<file path="src/rtl/path_verifier.sv">
// Maze path verifier: replays a stream of moves from (0,0) against a wall map
// held in external memory and reports pass or the first error encountered.
module path_verifier (
    input  logic       clk,
    input  logic       rst,
    input  logic       start,
    input  logic       dir_valid,
    input  logic [1:0] dir,
    input  logic       dir_last,
    output logic       dir_ready,
    output logic       mem_rd,
    output logic [3:0] mem_x,
    output logic [3:0] mem_y,
    input  logic       mem_dout,
    output logic [3:0] cur_x,
    output logic [3:0] cur_y,
    output logic [7:0] step_count,
    output logic       busy,
    output logic       done,
    output logic       pass,
    output logic       err_wall,
    output logic       err_range,
    output logic       err_short,
    output logic       err_overrun
);

    typedef enum logic [2:0] {
        IDLE = 3'd0,
        WAIT = 3'd1,
        RD   = 3'd2,
        EVAL = 3'd3,
        DONE = 3'd4
    } state_t;

    state_t      state_r;
    state_t      state_s;
    logic [3:0]  cur_x_r;
    logic [3:0]  cur_y_r;
    logic [3:0]  tgt_x_r;
    logic [3:0]  tgt_y_r;
    logic        last_r;
    logic [7:0]  step_r;
    logic        pass_r;
    logic        err_wall_r;
    logic        err_range_r;
    logic        err_short_r;
    logic        err_overrun_r;

    logic        accept_s;
    logic [4:0]  tx_s;
    logic [4:0]  ty_s;
    logic        out_of_range_s;
    logic        at_goal_s;
    logic        restart_s;

    assign accept_s  = (state_r == WAIT) && dir_valid;
    assign at_goal_s = (tgt_x_r == 4'hF) && (tgt_y_r == 4'hF);
    assign restart_s = start && ((state_r == IDLE) || (state_r == DONE));

    // Target cell in 5-bit arithmetic; bit 4 flags leaving the 0..15 grid either way.
    always_comb begin
        tx_s = {1'b0, cur_x_r};
        ty_s = {1'b0, cur_y_r};
        case (dir)
            2'b00:   ty_s = {1'b0, cur_y_r} - 5'd1;
            2'b01:   tx_s = {1'b0, cur_x_r} + 5'd1;
            2'b10:   tx_s = {1'b0, cur_x_r} - 5'd1;
            2'b11:   ty_s = {1'b0, cur_y_r} + 5'd1;
            default: tx_s = {1'b0, cur_x_r};
        endcase
        out_of_range_s = tx_s[4] | ty_s[4];
    end

    // State register.
    always_ff @(posedge clk) begin
        if (!rst) state_r <= IDLE;
        else      state_r <= state_s;
    end

    // Next-state logic.
    always_comb begin
        state_s = state_r;
        case (state_r)
            IDLE: if (start) state_s = WAIT; else state_s = IDLE;
            WAIT: begin
                if (accept_s) state_s = out_of_range_s ? DONE : RD;
                else          state_s = WAIT;
            end
            RD:   state_s = EVAL;
            EVAL: begin
                if (mem_dout || at_goal_s || last_r) state_s = DONE;
                else                                 state_s = WAIT;
            end
            DONE: if (start) state_s = WAIT; else state_s = DONE;
            default: state_s = IDLE;
        endcase
    end

    // Output decode from the state register.
    always_comb begin
        dir_ready = (state_r == WAIT);
        mem_rd    = (state_r == RD);
        busy      = (state_r == WAIT) || (state_r == RD) || (state_r == EVAL);
        done      = (state_r == DONE);
        if (state_r == RD) begin
            mem_x = tgt_x_r;
            mem_y = tgt_y_r;
        end else begin
            mem_x = cur_x_r;
            mem_y = cur_y_r;
        end
    end

    // Position, step counter and result flags.
    always_ff @(posedge clk) begin
        if (!rst) begin
            cur_x_r       <= 4'd0;
            cur_y_r       <= 4'd0;
            tgt_x_r       <= 4'd0;
            tgt_y_r       <= 4'd0;
            last_r        <= 1'b0;
            step_r        <= 8'd0;
            pass_r        <= 1'b0;
            err_wall_r    <= 1'b0;
            err_range_r   <= 1'b0;
            err_short_r   <= 1'b0;
            err_overrun_r <= 1'b0;
        end else if (restart_s) begin
            cur_x_r       <= 4'd0;
            cur_y_r       <= 4'd0;
            step_r        <= 8'd0;
            pass_r        <= 1'b0;
            err_wall_r    <= 1'b0;
            err_range_r   <= 1'b0;
            err_short_r   <= 1'b0;
            err_overrun_r <= 1'b0;
        end else if (accept_s) begin
            tgt_x_r <= tx_s[3:0];
            tgt_y_r <= ty_s[3:0];
            last_r  <= dir_last;
            if (out_of_range_s) err_range_r <= 1'b1;
        end else if (state_r == EVAL) begin
            if (mem_dout) begin
                err_wall_r <= 1'b1;
            end else begin
                cur_x_r <= tgt_x_r;
                cur_y_r <= tgt_y_r;
                if (step_r != 8'hFF) step_r <= step_r + 8'd1;
                if (at_goal_s) begin
                    if (last_r) pass_r        <= 1'b1;
                    else        err_overrun_r <= 1'b1;
                end else if (last_r) begin
                    err_short_r <= 1'b1;
                end
            end
        end
    end

    assign cur_x       = cur_x_r;
    assign cur_y       = cur_y_r;
    assign step_count  = step_r;
    assign pass        = pass_r;
    assign err_wall    = err_wall_r;
    assign err_range   = err_range_r;
    assign err_short   = err_short_r;
    assign err_overrun = err_overrun_r;

endmodule

</file>
<file path="config.mk">
export PLATFORM = sky130hd
export DESIGN_NAME = path_verifier
export DESIGN_NICKNAME = d
export VERILOG_FILES = /design/src/rtl/path_verifier.sv
export SDC_FILE = /design/constraint.sdc
export NUM_CORES = 1
export LEC_CHECK = 0
export CAP_MARGIN = 20
export CORE_MARGIN = 2
export CORE_UTILIZATION = 45
export DETAILED_ROUTE_END_ITERATION = 6
export PLACE_DENSITY = 0.79
export SLEW_MARGIN = 10
export SYNTH_ARGS = -nofsm -noshare
export SYNTH_HDL_FRONTEND = slang
export SYNTH_SLANG_ARGS = --single-unit
</file>
<file path="constraint.sdc">
create_clock -name clk -period 2 [get_ports clk]
set_clock_uncertainty 0.1 [all_clocks]
set_input_delay 0.4 -clock clk [delete_from_list [all_inputs] [get_ports clk]]
set_output_delay 0.4 -clock clk [all_outputs]
set_load 0.03 [all_outputs]
</file>
-- Yosys cells after proc, flatten, opt, wreduce, memory -nomap -nowiden
Index checks and enable logic that the tools add are counted.
- $add $sub $neg: 5
- equal/unequal tests: 10
- muxes and demuxes: 10
- bitwise logic cells: 7
- reductions and logical operators: 19
- operators with widths (cell ; number):
    5-bit one-hot mux with 2 select lines ; 2
    3-bit one-hot mux with 5 select lines ; 1
    5-bit AND reduction ; 3
    3-bit two-way mux ; 4
    4-bit by 1-bit adder with 5-bit output (second input constant) ; 2
    4-bit by 1-bit subtractor with 5-bit output (second input constant) ; 2
    8-bit by 1-bit adder with 8-bit output (second input constant) ; 1
    4-bit equality test (second input constant) ; 2
    4-bit two-way mux ; 2
    8-bit inequality test (second input constant) ; 1
    3-bit by 2-bit equality test with 1-bit output (second input constant) ; 2
    1-bit inverter ; 6
    3-bit AND reduction ; 2
    1-bit logical OR ; 5
    2-bit equality test (second input constant) ; 2
    2-bit AND reduction ; 2
    4-bit AND reduction ; 1
    3-bit by 1-bit equality test with 1-bit output (second input constant) ; 1
    3-bit equality test (second input constant) ; 1
    1-bit logical AND ; 3
    3-bit logical NOT ; 1
    2-bit by 1-bit equality test with 1-bit output (second input constant) ; 1
    2-bit logical NOT ; 1
    2-bit OR reduction ; 1
    2 further kinds ; 2
- flip-flop bits (word level): 33
- bits of input ports: 8

-- Logic depth before layout (Yosys ltp)
Gate-level depths: netlist (run 1).
- depth after elaboration: 6
- mapped depth: 9

-- Least setup slack after synthesis (run 1)
OpenSTA, ideal clock, no wires.
- path kind: input -> register
- from: input port dir[0]
- to: register err_range_r, in the netlist err_range
- setup time: 0.075 ns
- data arrival time: 1.959 ns
- setup slack: -0.134 ns
- stages: 9
- buffers on the path: 0
- path through: inv_1 -> ha_1 -> xor2_1 -> ha_1 -> or3b_1 -> a211oi_2 -> nor3_1 -> a211o_1 -> o21ai_0
- cells in the longest elaborated chain, start to end: 4
- elaborated cells between the ends (all ways): 8
- classes of those cells: eq/ne (3); mux (2); bitwise (1); reduce/logical (2)
- RTL lines (what ; RTL line ; source):
    start: declaration ; 8 ; input logic [1:0] dir,
    2-bit equality test, or another cell as far along ; 64 ; case (dir)
    5-bit one-hot mux with 2 select lines ; 64 ;
    1-bit OR (*) ; 71 ; out_of_range_s = tx_s[4] | ty_s[4];
    2-bit AND reduction (no line) (*) ; -- ;
    end signal: assignment ; 125 ; err_range_r <= 1'b0;
    end signal: assignment ; 134 ; err_range_r <= 1'b0;
    end signal: assignment ; 141 ; if (out_of_range_s) err_range_r <= 1'b1;
    end: declaration ; 45 ; logic err_range_r;
Every way passes the cells marked *; elsewhere a longest branch is shown, timed or not.
A chain may end at the register's enable or synchronous reset.

-- Worst setup path in the final report (run 1)
- from: register state_r[0]
- to: output port mem_y[2]
- cells in the longest elaborated chain, start to end: 2
- RTL lines (what ; RTL line ; source):
    start: declaration ; 35 ; state_t state_r;
    start signal: assignment ; 77 ; else state_r <= state_s;
    3-bit by 2-bit equality test with 1-bit output ; 105 ; if (state_r == RD) begin
    4-bit two-way mux ; 105 ;
    end: declaration ; 13 ; output logic [3:0] mem_y,
No other way between the ends.

==> flow_summary.ini, run 1 <==
[run_status]
status = finished, violations left
violations = setup timing

[global_route]
track_usage_pct = 23.25
grt_pass1_wl_um = 7900
antenna_found_initial = 0
overflow = 0
grt_pass1_vias = 1684
grt_max_degree = 13

[clock_tree]
cts_tree = done
cts_max_level = 2
path_clk_slew_ns = 0.07
clock-sinks = 33
clk_latency_ns = 0.30
cts_buffers = 5
clk_path_buf_depth = 2
clock-root-buffer = clkbuf_8
ctsHoldBuffers = 0

[die]
core_area_mm2 = 0.003971
die_w_um = 68.04
start_util_pct = 46.47
pin_count = 41
die_area_mm2 = 0.004629
rows = 23
dieHeight_um = 68.04

[synth]
ys_top_cells_by_area = dfxtp_1 (36%), nand2_1 (6.5%), a21oi_1 (6.2%), mux2_2 (5.5%), ha_1 (5.4%)
synthArstFlopShare_pct = 0
netlist.area_leader.share_pct = 35.80
ys_warn_count = 0
synth-edff-count = 0
syn_inst = 217
synth_nets = 234
yosysTopAreaCell = dfxtp_1
synth_cell_types = 45
ys_seq_elements = 33
ys_seq_area_share_pct = 35.80
synth_common_cells = dfxtp_1 (33), nand2_1 (32), a21oi_1 (23)
synth_area_mm2 = 0.001846
synth.most_common_cell = dfxtp_1
avgSynthCellArea_um2 = 8.505
ys.flop_type = dfxtp_1

[timing]
rsz0062_at_grt = yes
layout_min_cycle_time_ns = 2.120
drv_slew = 0
fmax_mhz = 471.7
fin_ws_ns = -0.1202
tightest_slew_ns = 0.3462
fin_crit_sh_pct = 106.0
setup_viol = 8
slew_headroom_pct = 76.76
hold_ws_ns = 0.3600
hold_viol = 0

[routing]
routed_wl_um = 5195
first_pass_iters = 4
drc = 0
routed_via_density = 5.245
antenna_left = 0
wl_per_cell_um = 15.15
num_vias = 1799
initialDrtViolationCount = 76

[min_path]
hold_class = reg -> reg

[layout]
diodes = 0
drive_above_1_share_pct = 28.67
fillers = 306
nets = 309
fin_cells = 343
syn_to_final_growth_pct = 50.24

[flow_run]
cap_violations = 0

[setup_path]
crit_type = reg -> out
crit_fanout = 5
cp-start-kind = flip-flop
worstPathArrival_ns = 1.62
end_kind = primary output
cp_data_required_time_ns = 1.50

[power_and_ir_drop]
swShare_pct = 25.55
vdd_ir_drop_max_mv = 0.5050
p_switching_uw = 410.5
p_comb_share_pct = 14.7
p_total_uw = 1607
p_clk_share_pct = 42.3
internal-power_uw = 1196
p_leak_uw = 0.001163
p_seq_share_pct = 42.9
power_density_mw_per_mm2 = 579.5

[placed_design]
gp_congestion = 0.8515
place_inst = 327
io_buffer_count = 40
dpl.hpwl_um = 3421
critical path, cell delays in order (launching register included):
cell and delay [ns]:
dfxtp_2 0.34, nor3b_4 0.25, buf_6 0.19, buf_6 0.11, mux2_4 0.29, buf_6 0.14
registers in the layout (all words and copies together) (netlist names), 3 cells and up:
name / cells
step_count: 8
tgt_y_r: 4
cur_x: 4
state_r: 3
cur_y: 4
tgt_x_r: 4
metrics by stage:
stage	util, %	area (um2)	setup WS (ns)	setup TNS (ns)
after detailed placement	63.17	2509	-0.6986	-6.290
after CTS	68.75	2730	-0.1935	-0.6112
final	69.82	2773	-0.1202	-0.5514
after floorplan	-	1874	-0.01450	-0.02827
after global routing	69.82	2773	-0.1562	-0.8600
after global placement	63.17	2509	-0.6541	-5.537
power groups by stage:
stage	clock (uW)	combinational, uW	sequential, uW
finish	680	237	690
global route	708	255	691
CTS	683	226	688
detailed placement	0	217	701
global placement	0	214	700
floorplan	0	116	703
routing by layer:
layer  vias up  part of all wire, %  GRT usage, %
met1       845                   45         29.38
met4         0                  1.3         10.00
met5         -                    0             0
met3         8                  4.4         4.770
met2        40                   49         38.23
li1        906                    -             -
final timing paths:
check                                start  depth (start not counted)         to  slack (ns)
worst min-delay path             err_short                          2  err_short        0.36
worst min register to register   err_short                          2  err_short        0.36
worst max-delay path            state_r[0]                          5   mem_y[2]       -0.12
worst max register to register    cur_x[1]                          7  err_range        0.13
area by class of cell:
class | instances | area (um2) | area share, %
sequential | 33 | 665.6 | 24.01
clock buffer | 6 | 82.58 | 2.978
clock inverter | 2 | 37.54 | 1.354
inverter | 9 | 46.29 | 1.670
tap | 50 | 62.56 | 2.256
timing repair buffer | 79 | 725.7 | 26.17
multi-input combinational | 164 | 1152 | 41.56
what timing repair did:
action / in CTS / in global routing
hold endpoints to repair: 0 / 0
buffers inserted: 5 / 3
pin swaps: 5 / 6
setup endpoints to repair: 19 / 14
gates cloned: 1 / 0
gates resized for setup: 86 / 13
cell usage in the layout, fill, tap and decap left out, types with 2 or more instances in the layout:
| master | synthesis | routed |
|---|---|---|
| or3_1 | 3 | 3 |
| nor2_1 | 17 | 17 |
| xor2_1 | 2 | 2 |
| nand2_1 | 32 | 32 |
| o21ai_0 | 11 | 9 |
| nor3_1 | 4 | 3 |
| nand2b_1 | 2 | 2 |
| nand4_1 | 2 | 2 |
| mux2i_1 | 4 | 4 |
| clkdlybuf4s50_1 | 0 | 22 |
| o21ai_1 | 0 | 2 |
| mux2_4 | 0 | 6 |
| buf_6 | 1 | 13 |
| nand3_1 | 6 | 6 |
| dlymetal6s2s_1 | 0 | 2 |
| xnor2_1 | 10 | 10 |
| o211a_1 | 3 | 3 |
| a21oi_1 | 23 | 22 |
| a21boi_0 | 3 | 3 |
| ha_1 | 8 | 6 |
| buf_4 | 1 | 35 |
| nor3b_4 | 1 | 2 |
| a21o_1 | 2 | 2 |
| dfxtp_2 | 0 | 4 |
| dfxtp_1 | 33 | 29 |
| inv_1 | 9 | 8 |
| mux2_2 | 9 | 3 |
| and2_1 | 2 | 2 |
| dlygate4sd2_1 | 0 | 4 |
| a31oi_1 | 2 | 2 |
| o211ai_1 | 2 | 2 |
| clkbuf_8 | 0 | 6 |
cell families after synthesis:
family          share of synthesized area, %
compound gates                         17.97
xor+xnor                               5.695
fa+ha+maj                              6.509
buf+inv                                5.016
flops                                  35.80
mux                                    7.661
simple gates                           21.36
No activity file was read; power rests on OpenSTA's default activity.
==> inputs of run 2 (changes only) <==
- PLACE_DENSITY: 0.79 -> 0.75
==> flow_summary.ini, run 2 (same netlist as run 1, synthesis figures left out) <==
[placed_design]
gp_congestion = 0.8921
dpl.hpwl_um = 3577
placed_cell_area_mm2 = 0.002531
io_buffer_count = 40

[global_route]
grt_pass1_vias = 1651
overflow = 0
grt_pass1_wl_um = 7762
antenna_found_initial = 0
track_usage_pct = 22.59
grt_max_degree = 12

[setup_path]
end_kind = primary output
r2r_cells = 7
cpPeakStageDelay_ns = 0.34
crit_type = reg -> out
cp.depth = 5
cpMaxStageDelayCell = dfxtp_2
cp_data_required_time_ns = 1.50
crit_start = state_r[1]
path_buf_inv = 3
worstPathArrival_ns = 1.53
crit_top_cell = buf_6
critPathTopFamily = buffers and inverters
endpoint = mem_x[1]
cp-start-kind = flip-flop
rrSetupSlack_ns = 0.17
crit_fanout = 3
rr_startpoint = cur_x[1]
crit_chain = nor3b_4 > buf_6 > buf_6 > mux2_4 > buf_6
rr_endpoint = state_r[2]

[timing]
setup_viol = 2
hold_viol = 0
layout_min_cycle_time_ns = 2.026
fin_ws_ns = -0.02602
timing.setup.tns_ns = -0.03175
slew_headroom_pct = 75.74
drv_slew = 0
hold_ws_ns = 0.3662
rsz0062_at_grt = yes
tightest_slew_ns = 0.3614
fmax_mhz = 493.6
fin_crit_sh_pct = 101.3

[routing]
antenna_left = 0
initialDrtViolationCount = 130
num_vias = 1819
wl_per_cell_um = 14.26
routed_wl_um = 4835
first_pass_iters = 4
routed_via_density = 5.366
drc = 0

[die]
start_util_pct = 46.47
rows = 23
die_area_mm2 = 0.004629
core_area_mm2 = 0.003971
pin_count = 41
die_w_um = 68.04
dieHeight_um = 68.04

[power_and_ir_drop]
vdd_ir_drop_max_mv = 0.4920
p_total_uw = 1526
p_leak_uw = 0.001117
power_density_mw_per_mm2 = 562.4

[run_status]
violations = setup timing
status = finished, violations left

[min_path]
hold_class = reg -> reg
hp-start = err_short

[layout]
final_core_util_pct = 68.31
nets = 306
fin_area_mm2 = 0.002713
mostFrequentLayoutCell = buf_4
fillers = 340
drive_above_1_share_pct = 28.03
diodes = 0
final_cell_mix = buf_4 (34), nand2_1 (32), dfxtp_1 (30)
largest_reg_flops = 8
syn_to_final_growth_pct = 46.98

[clock_tree]
cts_max_level = 2
cts_tree = done
clock-sinks = 33
clk_latency_ns = 0.29
clk_path_buf_depth = 2
cts_buffers = 5
path_clk_slew_ns = 0.07
clock-root-buffer = clkbuf_8

[flow_run]
cap_violations = 0
run 2: worst min-delay path: cells and delay by family (launching register included):
| kind | cells | cell delay (ns) |
|---|---|---|
| compound gates | 1 | 0.05 |
| flops | 1 | 0.32 |
| buf+inv | 1 | 0.05 |
run 2: cell type report:
type / count / area (um2) / area share, %
Inverter: 9 / 46.29 / 1.707
Timing Repair Buffer: 76 / 678.2 / 25.00
Clock inverter: 2 / 35.03 / 1.292
Clock buffer: 5 / 68.82 / 2.537
Sequential cell: 33 / 664.4 / 24.49
Multi-Input combinational cell: 164 / 1157 / 42.67
Tap cell: 50 / 62.56 / 2.306
run 2: worst min path at each step:
stage | slack [ns] | depth (start not counted) | end
floorplan | 0.35 | 2 | cur_x[1]
detailed placement | 0.36 | 2 | err_short
global route | 0.39 | 2 | err_range
global placement | 0.34 | 2 | err_short
CTS | 0.37 | 2 | err_range
finish | 0.37 | 2 | err_short
run 2: layer usage:
| metal | global-route usage (%) | up-vias | part of all wire, % |
|---|---|---|---|
| met3 | 4.605 | 8 | 3.6 |
| met5 | 0 | - | 0 |
| met4 | 9.000 | 0 | 1.5 |
| met2 | 37.86 | 43 | 49 |
| met1 | 28.24 | 869 | 45 |
| li1 | - | 899 | - |
run 2: stage by stage:
stage          setup WS [ns]  std cells
3_5_place_dp         -0.7672        330
2_1_floorplan       -0.01450        217
4_1_cts              -0.1736        339
5_1_grt             -0.09225        339
6_report            -0.02602        339
3_3_place_gp         -0.6712        330
run 2: what timing repair did:
item | in CTS | in global routing
gates cloned | 1 | 0
gates resized for setup | 78 | 19
endpoints found under the setup margin | 21 | 14
hold buffers | 0 | 0
buffers inserted | 1 | 2
pin swaps | 4 | 3
run 2: where the power goes:
part	leakage (uW)	internal, uW	switching (uW)	total (uW)
logic	0.000795	108	112	221
clock network	0.0000540	362	253	615
registers	0.000268	673	16.5	690
total	0.00112	1140	382	1530
==> inputs of run 3 (changes only) <==
- CTS_CLUSTER_SIZE: not set -> 40
==> results of run 3 <==
The final DEF is identical to that of run 2; final timing and power are the same.
